===== config.mk =====
export PLATFORM = sky130hd
export DESIGN_NAME = sound_latch_port_flat
export DESIGN_NICKNAME = d
export VERILOG_FILES = /design/src/rtl/sound_pkg.sv /design/src/rtl/sound_latch_port_if.sv /design/src/rtl/sound_irq_timer.sv /design/src/rtl/sound_latch_port.sv /design/src/flat_wrapper.sv
export SDC_FILE = /design/constraint.sdc
export NUM_CORES = 1
export LEC_CHECK = 0
export ABC_CLOCK_PERIOD_IN_PS = 3300
export BUFFER_PORTS_ARGS = -buffer_cell sky130_fd_sc_hd__buf_4
export CAP_MARGIN = 20
export CORE_MARGIN = 2
export CORE_UTILIZATION = 55
export DETAILED_ROUTE_END_ITERATION = 8
export PLACE_DENSITY_LB_ADDON = 0.15
export REMOVE_ABC_BUFFERS = 1
export SKIP_CTS_REPAIR_TIMING = 1
export SYNTH_ARGS = -nofsm -noshare
export SYNTH_HDL_FRONTEND = slang
export SYNTH_SLANG_ARGS = --single-unit

===== constraint.sdc =====
create_clock -name clk -period 3.3 [get_ports clk]
set_input_delay 0.165 -clock clk [delete_from_list [all_inputs] [get_ports clk]]
set_output_delay 0.165 -clock clk [all_outputs]
set_load 0.01 [all_outputs]

===== src/rtl/sound_pkg.sv =====
// Shared constants for the 68K-to-Z80 sound command mailbox.
// Imported by the latch port, its IRQ timer and the bench.
package sound_pkg;

  localparam int         SND_IRQ_PERIOD   = 512;
  localparam logic [7:0] Z80_IO_LATCH_CLR = 8'h04;
  localparam logic [7:0] Z80_IO_LATCH_R   = 8'h06;
  localparam logic [7:0] OVERRUN_MAX      = 8'hFF;

endpackage


===== src/rtl/sound_latch_port_if.sv =====
// Bus bundle between the decoder/CPUs and the sound latch port.
// master drives the CPU-side strobes, slave is the latch port.
interface sound_latch_port_if;

  logic       sound_latch_cs;
  logic       cpu_rw;
  logic       cpu_lds_n;
  logic [7:0] cpu_dout;
  logic       z80_ce;
  logic       z80_latch_r_cs;
  logic       z80_latch_clr_cs;
  logic       z80_rd_n;
  logic       M1_n;
  logic       IORQ_n;
  logic [7:0] z80_latch_dout;
  logic       latch_pending;
  logic [7:0] overrun_count;
  logic       z80_int_n;

  modport master (
    output sound_latch_cs, cpu_rw, cpu_lds_n, cpu_dout,
    output z80_ce, z80_latch_r_cs, z80_latch_clr_cs,
    output z80_rd_n, M1_n, IORQ_n,
    input  z80_latch_dout, latch_pending,
    input  overrun_count, z80_int_n
  );

  modport slave (
    input  sound_latch_cs, cpu_rw, cpu_lds_n, cpu_dout,
    input  z80_ce, z80_latch_r_cs, z80_latch_clr_cs,
    input  z80_rd_n, M1_n, IORQ_n,
    output z80_latch_dout, latch_pending,
    output overrun_count, z80_int_n
  );

endinterface


===== src/rtl/sound_irq_timer.sv =====
// Z80 periodic interrupt: counts z80_ce pulses, holds INT low
// until an M1+IORQ acknowledge; a wrap beats a same-edge ack.
module sound_irq_timer
  import sound_pkg::*;
#(
  parameter int IRQ_PERIOD = SND_IRQ_PERIOD,
  parameter int CNT_W      = 10
) (
  input  logic clk,
  input  logic reset_n,
  input  logic z80_ce,
  input  logic M1_n,
  input  logic IORQ_n,
  output logic z80_int_n
);

  localparam logic [CNT_W-1:0] LAST = CNT_W'(IRQ_PERIOD - 1);

  logic [CNT_W-1:0] cnt;
  logic             wrap;
  logic             ack;

  assign wrap = z80_ce && (cnt == LAST);
  assign ack  = !M1_n && !IORQ_n;

  // Period counter, advances once per Z80 cycle
  always_ff @(posedge clk or negedge reset_n) begin
    if (!reset_n)
      cnt <= '0;
    else if (z80_ce)
      cnt <= wrap ? '0 : cnt + 1'b1;
  end

  // INT hold: wrap asserts, ack releases, wrap has priority
  always_ff @(posedge clk or negedge reset_n) begin
    if (!reset_n)
      z80_int_n <= 1'b1;
    else if (wrap)
      z80_int_n <= 1'b0;
    else if (ack)
      z80_int_n <= 1'b1;
  end

endmodule


===== src/rtl/sound_latch_port.sv =====
// 68K-to-Z80 sound command latch with pending flag, overrun
// counter and the Z80 periodic interrupt source.
module sound_latch_port
  import sound_pkg::*;
#(
  parameter int IRQ_PERIOD = SND_IRQ_PERIOD,
  parameter int CNT_W      = 10
) (
  input logic               clk,
  input logic               reset_n,
  sound_latch_port_if.slave bus
);

  logic       wq, rq, cq;
  logic       wq_q, rq_q, cq_q;
  logic       w_ev, r_ev, c_ev;
  logic [7:0] latch;
  logic       pending;
  logic [7:0] overrun;

  assign wq = bus.sound_latch_cs && !bus.cpu_rw && !bus.cpu_lds_n;
  assign rq = bus.z80_latch_r_cs && !bus.z80_rd_n;
  assign cq = bus.z80_latch_clr_cs && !bus.z80_rd_n;

  assign w_ev = wq && !wq_q;
  assign r_ev = rq && !rq_q;
  assign c_ev = cq && !cq_q;

  // Strobe history so a held strobe yields one event
  always_ff @(posedge clk or negedge reset_n) begin
    if (!reset_n) begin
      wq_q <= 1'b0;
      rq_q <= 1'b0;
      cq_q <= 1'b0;
    end else begin
      wq_q <= wq;
      rq_q <= rq;
      cq_q <= cq;
    end
  end

  // Latch and pending flag: write beats clear beats read
  always_ff @(posedge clk or negedge reset_n) begin
    if (!reset_n) begin
      latch   <= 8'h00;
      pending <= 1'b0;
    end else if (w_ev) begin
      latch   <= bus.cpu_dout;
      pending <= 1'b1;
    end else if (c_ev) begin
      latch   <= 8'h00;
      pending <= 1'b0;
    end else if (r_ev) begin
      pending <= 1'b0;
    end
  end

  // Overrun: a write lands on an unread byte; a same-edge
  // read consumes the old byte so it does not count
  always_ff @(posedge clk or negedge reset_n) begin
    if (!reset_n)
      overrun <= 8'h00;
    else if (w_ev && pending && !r_ev && overrun != OVERRUN_MAX)
      overrun <= overrun + 8'd1;
  end

  assign bus.z80_latch_dout = latch;
  assign bus.latch_pending  = pending;
  assign bus.overrun_count  = overrun;

  sound_irq_timer #(
    .IRQ_PERIOD (IRQ_PERIOD),
    .CNT_W      (CNT_W)
  ) u_irq (
    .clk       (clk),
    .reset_n   (reset_n),
    .z80_ce    (bus.z80_ce),
    .M1_n      (bus.M1_n),
    .IORQ_n    (bus.IORQ_n),
    .z80_int_n (bus.z80_int_n)
  );

endmodule

===== src/flat_wrapper.sv =====
// flat-port wrapper written by rule: the top's interface ports become plain ports
module sound_latch_port_flat import sound_pkg::*;
#(
  parameter int IRQ_PERIOD = SND_IRQ_PERIOD,
  parameter int CNT_W      = 10
)
  (clk, reset_n, bus_sound_latch_cs, bus_cpu_rw, bus_cpu_lds_n, bus_cpu_dout, bus_z80_ce, bus_z80_latch_r_cs, bus_z80_latch_clr_cs, bus_z80_rd_n, bus_M1_n, bus_IORQ_n, bus_z80_latch_dout, bus_latch_pending, bus_overrun_count, bus_z80_int_n);
  sound_latch_port_if bus_i ();
  input logic clk;
  input logic reset_n;
  input wire logic [$bits(bus_i.sound_latch_cs)-1:0] bus_sound_latch_cs;
  input wire logic [$bits(bus_i.cpu_rw)-1:0] bus_cpu_rw;
  input wire logic [$bits(bus_i.cpu_lds_n)-1:0] bus_cpu_lds_n;
  input wire logic [$bits(bus_i.cpu_dout)-1:0] bus_cpu_dout;
  input wire logic [$bits(bus_i.z80_ce)-1:0] bus_z80_ce;
  input wire logic [$bits(bus_i.z80_latch_r_cs)-1:0] bus_z80_latch_r_cs;
  input wire logic [$bits(bus_i.z80_latch_clr_cs)-1:0] bus_z80_latch_clr_cs;
  input wire logic [$bits(bus_i.z80_rd_n)-1:0] bus_z80_rd_n;
  input wire logic [$bits(bus_i.M1_n)-1:0] bus_M1_n;
  input wire logic [$bits(bus_i.IORQ_n)-1:0] bus_IORQ_n;
  output wire logic [$bits(bus_i.z80_latch_dout)-1:0] bus_z80_latch_dout;
  output wire logic [$bits(bus_i.latch_pending)-1:0] bus_latch_pending;
  output wire logic [$bits(bus_i.overrun_count)-1:0] bus_overrun_count;
  output wire logic [$bits(bus_i.z80_int_n)-1:0] bus_z80_int_n;
  assign bus_i.sound_latch_cs = bus_sound_latch_cs;
  assign bus_i.cpu_rw = bus_cpu_rw;
  assign bus_i.cpu_lds_n = bus_cpu_lds_n;
  assign bus_i.cpu_dout = bus_cpu_dout;
  assign bus_i.z80_ce = bus_z80_ce;
  assign bus_i.z80_latch_r_cs = bus_z80_latch_r_cs;
  assign bus_i.z80_latch_clr_cs = bus_z80_latch_clr_cs;
  assign bus_i.z80_rd_n = bus_z80_rd_n;
  assign bus_i.M1_n = bus_M1_n;
  assign bus_i.IORQ_n = bus_IORQ_n;
  assign bus_z80_latch_dout = bus_i.z80_latch_dout;
  assign bus_latch_pending = bus_i.latch_pending;
  assign bus_overrun_count = bus_i.overrun_count;
  assign bus_z80_int_n = bus_i.z80_int_n;
  sound_latch_port #(.IRQ_PERIOD(IRQ_PERIOD), .CNT_W(CNT_W)) u_core (.clk(clk), .reset_n(reset_n), .bus(bus_i));
endmodule

# --- Word level (Yosys, flattened, before mapping) ---
# Index checks and enable logic that the tools add are counted.
word_totals:
  ff_bits: 31
  out_inout_bits: 18
  in_bits: 19
classes:
  add_sub_neg: 2
  reduce_logical: 24
  n_eq_ne: 2
  muxes: 8
ops:
  columns: ["operator", "count"]
  rows:
  - ["8-bit 2-to-1 mux", 2]
  - ["1-bit logical AND", 12]
  - ["10-bit by 1-bit adder with 10-bit output, second input constant", 1]
  - ["10-bit by 9-bit == test with 1-bit output, second input constant", 1]
  - ["10-bit 2-to-1 mux", 1]
  - ["1-bit logical NOT", 9]
  - ["8-bit by 1-bit adder with 8-bit output, second input constant", 1]
  - ["8-bit != test, second input constant", 1]
  - ["1-bit 2-to-1 mux", 5]
  - ["2-bit nonzero test", 2]
  - ["3-bit nonzero test", 1]

# --- Depth between registers and ports, before layout ---
# Gate-level depths: netlist of the first run.
depth:
  word_depth: 7
  mapped_depth: 5
  ltp_nobuf: 5

# --- Hierarchy ---
# Synthesis of the first run repeated with hierarchy kept, for this count alone.
hier_totals:
  hier_cells: 134
  area_unflattened_um2: 1428.9
modules_own_cells:
  columns: ["mod", "seq_area_each_um2", "n_inst", "cells_each", "area_each_um2"]
  rows:
  - ["sound_latch_port", 500.5, 1, 83, 882.1]
  - ["sound_irq_timer", 276.5, 1, 51, 546.8]

# --- Worst setup path after synthesis of the first run ---
# OpenSTA, ideal clock, no wires.
synth_path:
  kind: "register -> register"
  start: "register u_core.wq_q"
  end: "register u_core.overrun[1] (netlist: u_core.bus.overrun_count[1])"
  slack_ps: 1693
  stages_incl_launch_ff: 5
  arrival_time_ps: 1483
  n_path_buf: 0
  synth_period_minus_slack_ps: 1607
  cell_sequence: "dfrtp_1 -> nor4b_4 -> o211ai_4 -> nor2_1 -> mux2_2"
synth_between:
  elab_chain_len: 5
synth_lines:
  columns: ["element", "line_no", "text"]
  rows:
  - ["start, declared", "sound_latch_port.sv:15", "logic wq_q, rq_q, cq_q;"]
  - ["start signal, assigned", "sound_latch_port.sv:36", "wq_q <= wq;"]
  - ["1-bit logical NOT", "sound_latch_port.sv:25", "assign w_ev = wq && !wq_q;"]
  - ["1-bit logical AND", "sound_latch_port.sv:25", null]
  - ["1-bit logical AND (3 in a row)", "sound_latch_port.sv:63", "else if (w_ev && pending && !r_ev && overrun != OVERRUN_MAX)"]
  - ["end signal, assigned", "sound_latch_port.sv:64", "overrun <= overrun + 8'd1;"]
  - ["end, declared", "sound_latch_port.sv:19", "logic [7:0] overrun;"]
# Every way passes these cells.
# A chain may end at the register's enable or synchronous reset.

# --- Worst setup path after layout of the first run ---
# Same ends and word-level chain as after synthesis.

==> results of run 1 <==
-- worst max-delay path: stages, from the launching register on --
cell and delay [ps]:
dfrtp_1 410, nor4b_4 690, o211ai_4 220, nor2_1 250, mux2_2 360
-- state kept, by name, indices dropped and copies added, names as in the netlist --
name                       count
u_core.bus.overrun_count       8
u_core.cq_q                    1
u_core.u_irq.z80_int_n         1
u_core.bus.z80_latch_dout      8
u_core.rq_q                    1
u_core.wq_q                    1
u_core.u_irq.cnt              10
u_core.bus.latch_pending       1
-- layout make-up --
class | instances | area, um^2 | share of cell area (%)
tap | 30 | 37.5 | 2.16
clock buffer | 6 | 51.3 | 2.95
clock inverter | 1 | 5.00 | 0.288
inverter | 3 | 11.3 | 0.647
timing repair buffer | 38 | 290 | 16.7
multi-input combinational | 91 | 568 | 32.6
sequential | 31 | 777 | 44.6
-- power groups by stage --
stage               Clock, W  Combinational [W]  Sequential, W
global route        0.000249           0.000222       0.000519
floorplan                  0           0.000100       0.000515
finish              0.000224           0.000195       0.000507
detailed placement         0           0.000194       0.000514
CTS                 0.000231           0.000195       0.000507
global placement           0           0.000185       0.000509
-- metrics by stage --
stage | worst slack [ps] | instances | cell area (um^2) | utilization (%) | hold slack (ps)
finish | 1250 | 200 | 1740 | 72.2 | 33.4
global route | 1110 | 200 | 1740 | 72.2 | 7.35
CTS | 1240 | 198 | 1720 | 71.4 | -250
detailed placement | 1270 | 191 | 1660 | 69.1 | 117
global placement | 1310 | 191 | 1660 | 69.1 | 114
floorplan | 1470 | 125 | 1360 | - | -131
-- cell families after synthesis --
logic type | Yosys count
DFF | 31
muxes | 5
adders and majority gates | 2
xor gates and xnor gates | 9
AOI/OAI and AO/OA | 17
buffers and inverters | 5
and+or+nand+nor | 58
-- metal layers --
layer  track usage, %  vias up  routed length [um]
met1             22.5      508                1130
met2             35.2       38                1380
met4             9.40        0                  36
met3             9.72        4                 158
li1                 -      521                   -
met5                0        -                   0
-- path summary, 6_finish.rpt --
kind / from / endpoint / cells after the start
max: u_core.wq_q / u_core.bus.overrun_count[1] / 4
min: bus_cpu_lds_n / u_core.wq_q / 2
max reg2reg: u_core.wq_q / u_core.bus.overrun_count[1] / 4
min reg2reg: u_core.u_irq.cnt[6] / u_core.u_irq.cnt[6] / 1
max in group asynchronous: reset_n / u_core.u_irq.z80_int_n / 2
min in group asynchronous: reset_n / u_core.u_irq.cnt[8] / 2
-- synthesized netlist by cell type, types with 3 or more instances --
cell type / count / area (um^2)
o21ai_0: 10 / 50.1
nand2b_1: 4 / 25.0
xor2_1: 6 / 52.6
xnor2_1: 3 / 26.3
mux2_2: 5 / 56.3
nor3_1: 3 / 15.0
nor2_1: 10 / 37.5
inv_1: 3 / 11.3
nand4_1: 5 / 31.3
nand2_1: 25 / 93.8
dfrtp_1: 30 / 751
==> metrics.yaml, run 1 <==
synthesis:
  synthSimpleGateAreaFrac_pct: 21.7
  synth_mux_area_share_pct: 4.13
  synth_edf_count: 0
  synth_area_per_cell_um2: 10.7
  synthAdderAreaFrac_pct: 1.83
  synth_top_family_by_area: "simple AND/OR/NAND/NOR gates"
  ys_seq_area_share_pct: 57.0
  ys.flop_type: "dfrtp_1"
  synth_compound_area_share_pct: 8.17
  synthXorXnorAreaFrac_pct: 5.78
  synthArstFlopShare_pct: 100
  yosys_register_bits: 31
  yosysUniqueCellTypes: 28
  synthesis.area_um2: 1360
  synth-warning-count: 0
  netlist_instances: 127
timing:
  report.final.slew_viol_count: 0
  slew_headroom_pct: 46.0
  finalSetupViolCount: 0
  tns_ps: 0
  timing.final.crit_period_ps: 2050
  rsz0062_at_grt: "false"
  timing.final.crit_share_pct: 62.0
  worst_pin_slew_ps: 806
  clock.fmax_mhz: 489
  hold_viol: 0
  finalClockSkew_ps: 4.87
worst_setup_path:
  startpoint_type: "flop"
  crit_arrival_ps: 2260
  end_kind: "flop"
  cp_max_fo: 18
  crit_required_ps: 3510
  r2r_slack_ps: 1250
  path_class: "flop to flop"
die:
  die_h_um: 53.8
  die_area_um2: 2890
  core-area_um2: 2410
  rows: 18
  die_w_um: 53.8
  ios: 37
  initial_core_util_pct: 56.6
placement:
  hpwl_um: 1930
  gp_congestion: 0.707
  port_buffers: 36
detailed_routing:
  wl_per_cell_um: 13.5
  wirelength_um: 2710
  ant_nets: 0
  route.detailed.drc: 0
  drt_iter0_drc: 27
  drtPass1Iterations: 4
  vias_per_cell: 5.36
  num_vias: 1071
min_path:
  min_path_type: "input port to flop"
power_and_ir_drop:
  vdd_drop_max_mv: 0.424
  p_leak_nw: 0.833
  p_seq_share_pct: 54.8
  p_clk_share_pct: 24.2
  total_power_w: 0.000926
  p_sw_w: 0.000276
  p_per_area_nw_per_um2: 532
  swShare_pct: 29.8
  p_int_w: 0.000650
  comb_power_share_pct: 21.0
global_route:
  grt_pass1_vias: 1004
  antenna_found_initial: 0
  grt_overflow: 0
  grt_pass1_wl_um: 4110
  grt_max_degree: 32
  track_usage_pct: 21.0
finish:
  drive_above_1_share_pct: 31.2
  final_cell_mix: "36 x buf_4, 30 x dfrtp_1, 25 x nand2_1"
  fillers: 178
  n_antenna_cell: 0
  syn_to_final_growth_pct: 27.6
  nets: 191
  layout_commonest_cell: "buf_4"
clock_network:
  clkTransAtPathRegs_ps: 90
  clockBufferDepth: 2
  cts-root-buf: "clkbuf_4"
  cts_made_buffers: 5
  tritoncts: "done"
  clk_latency_ps: 320
  cts_htree_levels: 2
  clock_sinks: 31
run_status:
  outcome: "complete, no violations"
run:
  cap_violations: 0
(Power assumes the default switching activity.)
==> run 2: changes to the inputs <==
Settings changed: ABC_AREA from default to 1, ABC_CLOCK_PERIOD_IN_PS 3300 to 1700, CORE_UTILIZATION 55 to 47.
Clock period 3.3 ns to 1.7 ns, I/O delays scaled along.
==> metrics.yaml, run 2 <==
worst_setup_path:
  slowest_delay_ps: 430
  cpLargestDelayFamily: "simple AND/OR/NAND/NOR gates"
  end_kind: "flop"
  reg2reg_from: "u_core.bus.overrun_count[1]"
  rr_worst_depth: 7
  r2r-end: "u_core.bus.overrun_count[6]"
  cp_num_buf_inv: 1
  cp_slowest_cell: "dfrtp_1"
  crit_arrival_ps: 1700
  path_class: "flop to flop"
  startpoint_type: "flop"
  cp_max_fo: 9
  cp_common_cell: "nand2_1"
  crit_path_cell_trace: "ha_1 -> nand2_1 -> inv_1 -> nand4_4 -> nand2_4 -> nand2_1 -> nand2_1"
  r2r_slack_ps: 270
  crit_required_ps: 1970
die:
  initial_core_util_pct: 50.0
  die_h_um: 61.2
  rows: 20
  die_w_um: 61.2
  ios: 37
  die_area_um2: 3750
  core-area_um2: 3080
run:
  cap_violations: 0
clock_network:
  tritoncts: "done"
  cts_htree_levels: 2
  clkTransAtPathRegs_ps: 90
  cts_made_buffers: 5
  clockBufferDepth: 2
  clk_latency_ps: 330
  cts-root-buf: "clkbuf_4"
  clock_sinks: 31
run_status:
  violations: "negative hold slack"
  outcome: "finished, violations left"
detailed_routing:
  wirelength_um: 3280
  route.detailed.drc: 0
  ant_nets: 0
  num_vias: 1383
  wl_per_cell_um: 11.5
  vias_per_cell: 4.87
  drtPass1Iterations: 4
  drt_iter0_drc: 61
min_path:
  whs_path_depth: 3
  hold-path-endpoint: "u_core.bus.z80_latch_dout[5]"
  hold_path.startpoint: "bus_cpu_dout[5]"
  min_path_type: "input port to flop"
synthesis:
  synth-warning-count: 0
  yosysUniqueCellTypes: 23
  synthesis.area_um2: 1540
  ys.flop_type: "dfrtp_1"
  synth_edf_count: 0
  yosys_register_bits: 31
  yosys-top-cells-area: "dfrtp_1 49%, nand2_1 13%, nand3_1 11%"
  post-synth-top-count-cell: "nand2_1"
  netlist.area_leader.share_pct: 48.8
  netlist_instances: 186
  ys_seq_area_share_pct: 50.5
  synth_area_per_cell_um2: 8.27
  synthArstFlopShare_pct: 100
  ys_top_cells_by_count: "54 x nand2_1, 33 x nand3_1, 30 x dfrtp_1"
  yosysTopAreaCell: "dfrtp_1"
finish:
  syn_to_final_growth_pct: 32.3
  nets: 260
  drive_above_1_share_pct: 23.3
  fillers: 244
  fin_cells: 284
  n_antenna_cell: 0
  final_cell_mix: "54 x nand2_1, 36 x buf_4, 33 x nand3_1"
  design_area_um2: 2040
  utilization_pct: 66.1
  regMostFlops: "u_core.u_irq.cnt"
  layout_commonest_cell: "nand2_1"
  largest_reg_flops: 10
timing:
  finalSetupViolCount: 0
  timing.final.crit_share_pct: 84.0
  report.final.slew_viol_count: 0
  hold-worst-slack_ps: -10.6
  hold_viol: 4
  rsz0062_at_grt: "false"
  finalClockSkew_ps: 7.80
  tns_ps: 0
  clock.fmax_mhz: 701
  worst_pin_slew_ps: 376
  slew_headroom_pct: 74.9
  timing.final.crit_period_ps: 1430
global_route:
  grt_pass1_wl_um: 5290
  antenna_found_initial: 0
  track_usage_pct: 19.6
  grt_max_degree: 32
  grt_pass1_vias: 1246
  grt_overflow: 0
power_and_ir_drop:
  vdd_drop_max_mv: 0.593
  p_per_area_nw_per_um2: 987
  p_leak_nw: 1.11
placement:
  port_buffers: 36
  place_inst: 265
  gp_congestion: 0.862
  hpwl_um: 2380
  placed_area_um2: 1860
==> run 2: cell count changes in the layout (fill, tap and decap cells not counted), moves of 3 or more <==
cell	previous run	this run
xor2_1	6	3
dlygate4sd3_1	2	11
nand2_1	25	54
nand3_1	2	33
nand2b_1	4	0
inv_1	3	19
nand4_1	5	2
mux2_2	5	0
nor2_1	10	18
o21ai_0	10	4
==> run 2: cell families (layout without fill, tap and decap cells) <==
family | count (synthesis) | count (layout) | synth area share [%]
buffers and inverters | 22 | 76 | 5.61
flip-flops | 31 | 31 | 50.5
AO/OA/AOI/OAI | 6 | 6 | 1.95
AND/OR/NAND/NOR | 120 | 120 | 37.5
adder cells (fa/ha/maj) | 2 | 2 | 1.63
XOR/XNOR | 5 | 5 | 2.85
==> run 2: power breakdown <==
part / leakage, nW / switching (W) / total (W) / internal (W)
clock: 0.0386 / 0.000250 / 0.000493 / 0.000243
combinational: 0.679 / 0.000266 / 0.000502 / 0.000236
sequential: 0.391 / 0.000133 / 0.00101 / 0.000880
==> run 2: routing by layer <==
| metal | vias up | global-route usage, % | share of wire [%] |
|---|---|---|---|
| met4 | 0 | 8.07 | 1.5 |
| li1 | 703 | - | - |
| met5 | - | 0 | 0 |
| met2 | 32 | 32.7 | 50 |
| met1 | 643 | 22.9 | 43 |
| met3 | 5 | 6.93 | 5.0 |
==> run 2: area by class of cell <==
| cell class | count | area (um^2) | share of cell area, % |
|---|---|---|---|
| flip-flops and latches | 31 | 777 | 38.2 |
| multi-input cells | 133 | 676 | 33.2 |
| repair buffers | 47 | 380 | 18.7 |
| inverters | 21 | 78.8 | 3.87 |
| clock buffers | 8 | 68.8 | 3.38 |
| well taps | 44 | 55.1 | 2.70 |
==> run 2: through the flow <==
stage               total power (W)  setup WS, ps
floorplan                   0.00130           416
global placement            0.00147           371
detailed placement          0.00151           294
CTS                         0.00201           271
global route                0.00215           137
finish                      0.00201           273
==> run 2: worst max-delay path by stage <==
stage               slack [ps]                          end                        start  cells after the start
floorplan                  420  u_core.bus.overrun_count[6]  u_core.bus.overrun_count[1]                      7
global placement           370  u_core.bus.overrun_count[7]                  u_core.wq_q                      6
detailed placement         290  u_core.bus.overrun_count[6]  u_core.bus.overrun_count[1]                      7
CTS                        270  u_core.bus.overrun_count[6]  u_core.bus.overrun_count[1]                      7
global route               140  u_core.bus.overrun_count[6]  u_core.bus.overrun_count[1]                      7
finish                     270  u_core.bus.overrun_count[6]  u_core.bus.overrun_count[1]                      7
==> run 2: worst reg2reg max path, cell delays in order (launching register included) <==
cell and delay, ps:
dfrtp_1 430, ha_1 240, nand2_1 60, inv_1 130
nand4_4 200, nand2_4 170, nand2_1 60, nand2_1 70
==> run 3: changes to the inputs <==
Settings changed: ABC_CLOCK_PERIOD_IN_PS 1700 to 1300.
Clock period 1.7 ns to 1.3 ns, I/O delays scaled along.
==> metrics.yaml, run 3 (synthesis gave the netlist of run 2 again) <==
placement:
  place_inst: 272
  gp_congestion: 0.927
  hpwl_um: 2420
  port_buffers: 36
  pre_cts_ws_ps: -8.76
finish:
  largest_reg_flops: 10
  fillers: 252
  n_antenna_cell: 0
  regArea_um2: 777
  final_cell_mix: "53 x nand2_1, 43 x buf_4, 33 x nand3_1"
  multi_input_area_um2: 701
  fin_cells: 295
  nets: 271
  regMostFlops: "u_core.u_irq.cnt"
  syn_to_final_growth_pct: 38.7
  utilization_pct: 69.3
  layout_commonest_cell: "nand2_1"
  drive_above_1_share_pct: 27.1
power_and_ir_drop:
  swShare_pct: 33.3
  p_per_area_nw_per_um2: 1250
  total_power_w: 0.00267
  p_clk_share_pct: 22.1
  p_seq_share_pct: 49.0
  comb_power_share_pct: 28.9
  p_sw_w: 0.000888
  p_int_w: 0.00178
  p_leak_nw: 1.16
  vdd_drop_max_mv: 0.887
worst_setup_path:
  cpLargestDelayFamily: "simple AND/OR/NAND/NOR gates"
  crit_required_ps: 1540
  cp_num_buf_inv: 2
  crit_path_cell_trace: "ha_2 -> nand3_2 -> nor2_4 -> nand2_2 -> inv_2 -> nor2_1 -> nand2_1 -> inv_1"
  crit_arrival_ps: 1490
  cp_slowest_cell: "dfrtp_1"
  slowest_delay_ps: 380
  startpoint_type: "flop"
  cp_max_fo: 5
  rr_worst_depth: 8
  path_class: "flop to flop"
  cp_num_cells: 8
  end_kind: "flop"
timing:
  clock.fmax_mhz: 797
  hold-worst-slack_ps: -21.2
  timing.final.crit_period_ps: 1250
  setup_ws_ps: 45.1
  finalSetupViolCount: 0
  timing.final.crit_share_pct: 96.5
  rsz0062_at_grt: "true"
  report.final.slew_viol_count: 0
  worst_pin_slew_ps: 381
  hold_viol: 1
  slew_headroom_pct: 74.6
  finalClockSkew_ps: 11.3
min_path:
  min_path_type: "input port to flop"
  whs_path_depth: 3
run:
  cap_violations: 0
die:
  ios: 37
  die_w_um: 61.2
  rows: 20
  core-area_um2: 3080
  die_h_um: 61.2
  initial_core_util_pct: 50.0
  die_area_um2: 3750
global_route:
  grt_max_degree: 32
  track_usage_pct: 19.4
  grt_overflow: 0
  antenna_found_initial: 0
  grt_pass1_vias: 1247
  grt_pass1_wl_um: 5340
detailed_routing:
  drt_iter0_drc: 86
  wirelength_um: 3350
  num_vias: 1454
  route.detailed.drc: 0
  ant_nets: 0
  drtPass1Iterations: 4
  wl_per_cell_um: 11.4
  vias_per_cell: 4.93
clock_network:
  clock_sinks: 31
  cts_made_buffers: 5
  cts-root-buf: "clkbuf_4"
  cts_htree_levels: 2
  clk_latency_ps: 330
  clockBufferDepth: 2
  clkTransAtPathRegs_ps: 100
  tritoncts: "done"
run_status:
  outcome: "finished, violations left"
  violations: "negative hold slack"
run 3: final timing paths:
| check | slack [ps] | startpoint | end |
|---|---|---|---|
| min in group asynchronous | 200 | reset_n | u_core.bus.overrun_count[3] |
| setup / recovery | 50 | u_core.u_irq.cnt[1] | u_core.u_irq.cnt[2] |
| setup reg to reg | 50 | u_core.u_irq.cnt[1] | u_core.u_irq.cnt[2] |
| hold reg to reg | 500 | u_core.u_irq.cnt[4] | u_core.u_irq.cnt[4] |
| hold / removal | -20 | bus_cpu_dout[5] | u_core.bus.z80_latch_dout[5] |
| max in group asynchronous | 780 | reset_n | u_core.u_irq.z80_int_n |
run 3: worst register-to-register path, cell delays in order, from the launching register on:
cell and delay [ps]:
dfrtp_1 380, ha_2 200, nand3_2 120, nor2_4 140, nand2_2 100, inv_2 80
nor2_1 40, nand2_1 60, inv_1 40
run 3: layout make-up:
| type | count | area share [%] |
|---|---|---|
| Sequential cell | 31 | 36.4 |
| Timing Repair Buffer | 57 | 21.7 |
| Tap cell | 44 | 2.58 |
| Multi-Input combinational cell | 134 | 32.8 |
| Clock buffer | 7 | 2.58 |
| Inverter | 21 | 3.69 |
| Clock inverter | 1 | 0.234 |
run 3: layer usage:
| metal | global-route usage (%) | vias to the layer above | routed length, um |
|---|---|---|---|
| met3 | 5.04 | 5 | 162 |
| met5 | 0 | - | 0 |
| met2 | 30.5 | 41 | 1620 |
| li1 | - | 722 | - |
| met4 | 6.52 | 0 | 48 |
| met1 | 26.2 | 686 | 1530 |
run 3: through the flow:
| step | hold WS (ps) | TNS [ps] | cell area, um^2 |
|---|---|---|---|
| after floorplan | -231 | 0 | 1530 |
| final | -21.2 | 0 | 2130 |
| after global routing | 0.565 | -36.1 | 2130 |
| after CTS | -346 | -6.53 | 1970 |
| after detailed placement | 18.7 | -8.76 | 1910 |
| after global placement | 15.7 | 0 | 1910 |
run 3: power groups by stage:
stage | registers, W | clock network (W) | logic [W]
detailed placement | 0.00132 | 0 | 0.000731
global route | 0.00133 | 0.000638 | 0.000880
finish | 0.00131 | 0.000590 | 0.000772
global placement | 0.00131 | 0 | 0.000692
floorplan | 0.00133 | 0 | 0.000368
CTS | 0.00130 | 0.000599 | 0.000729
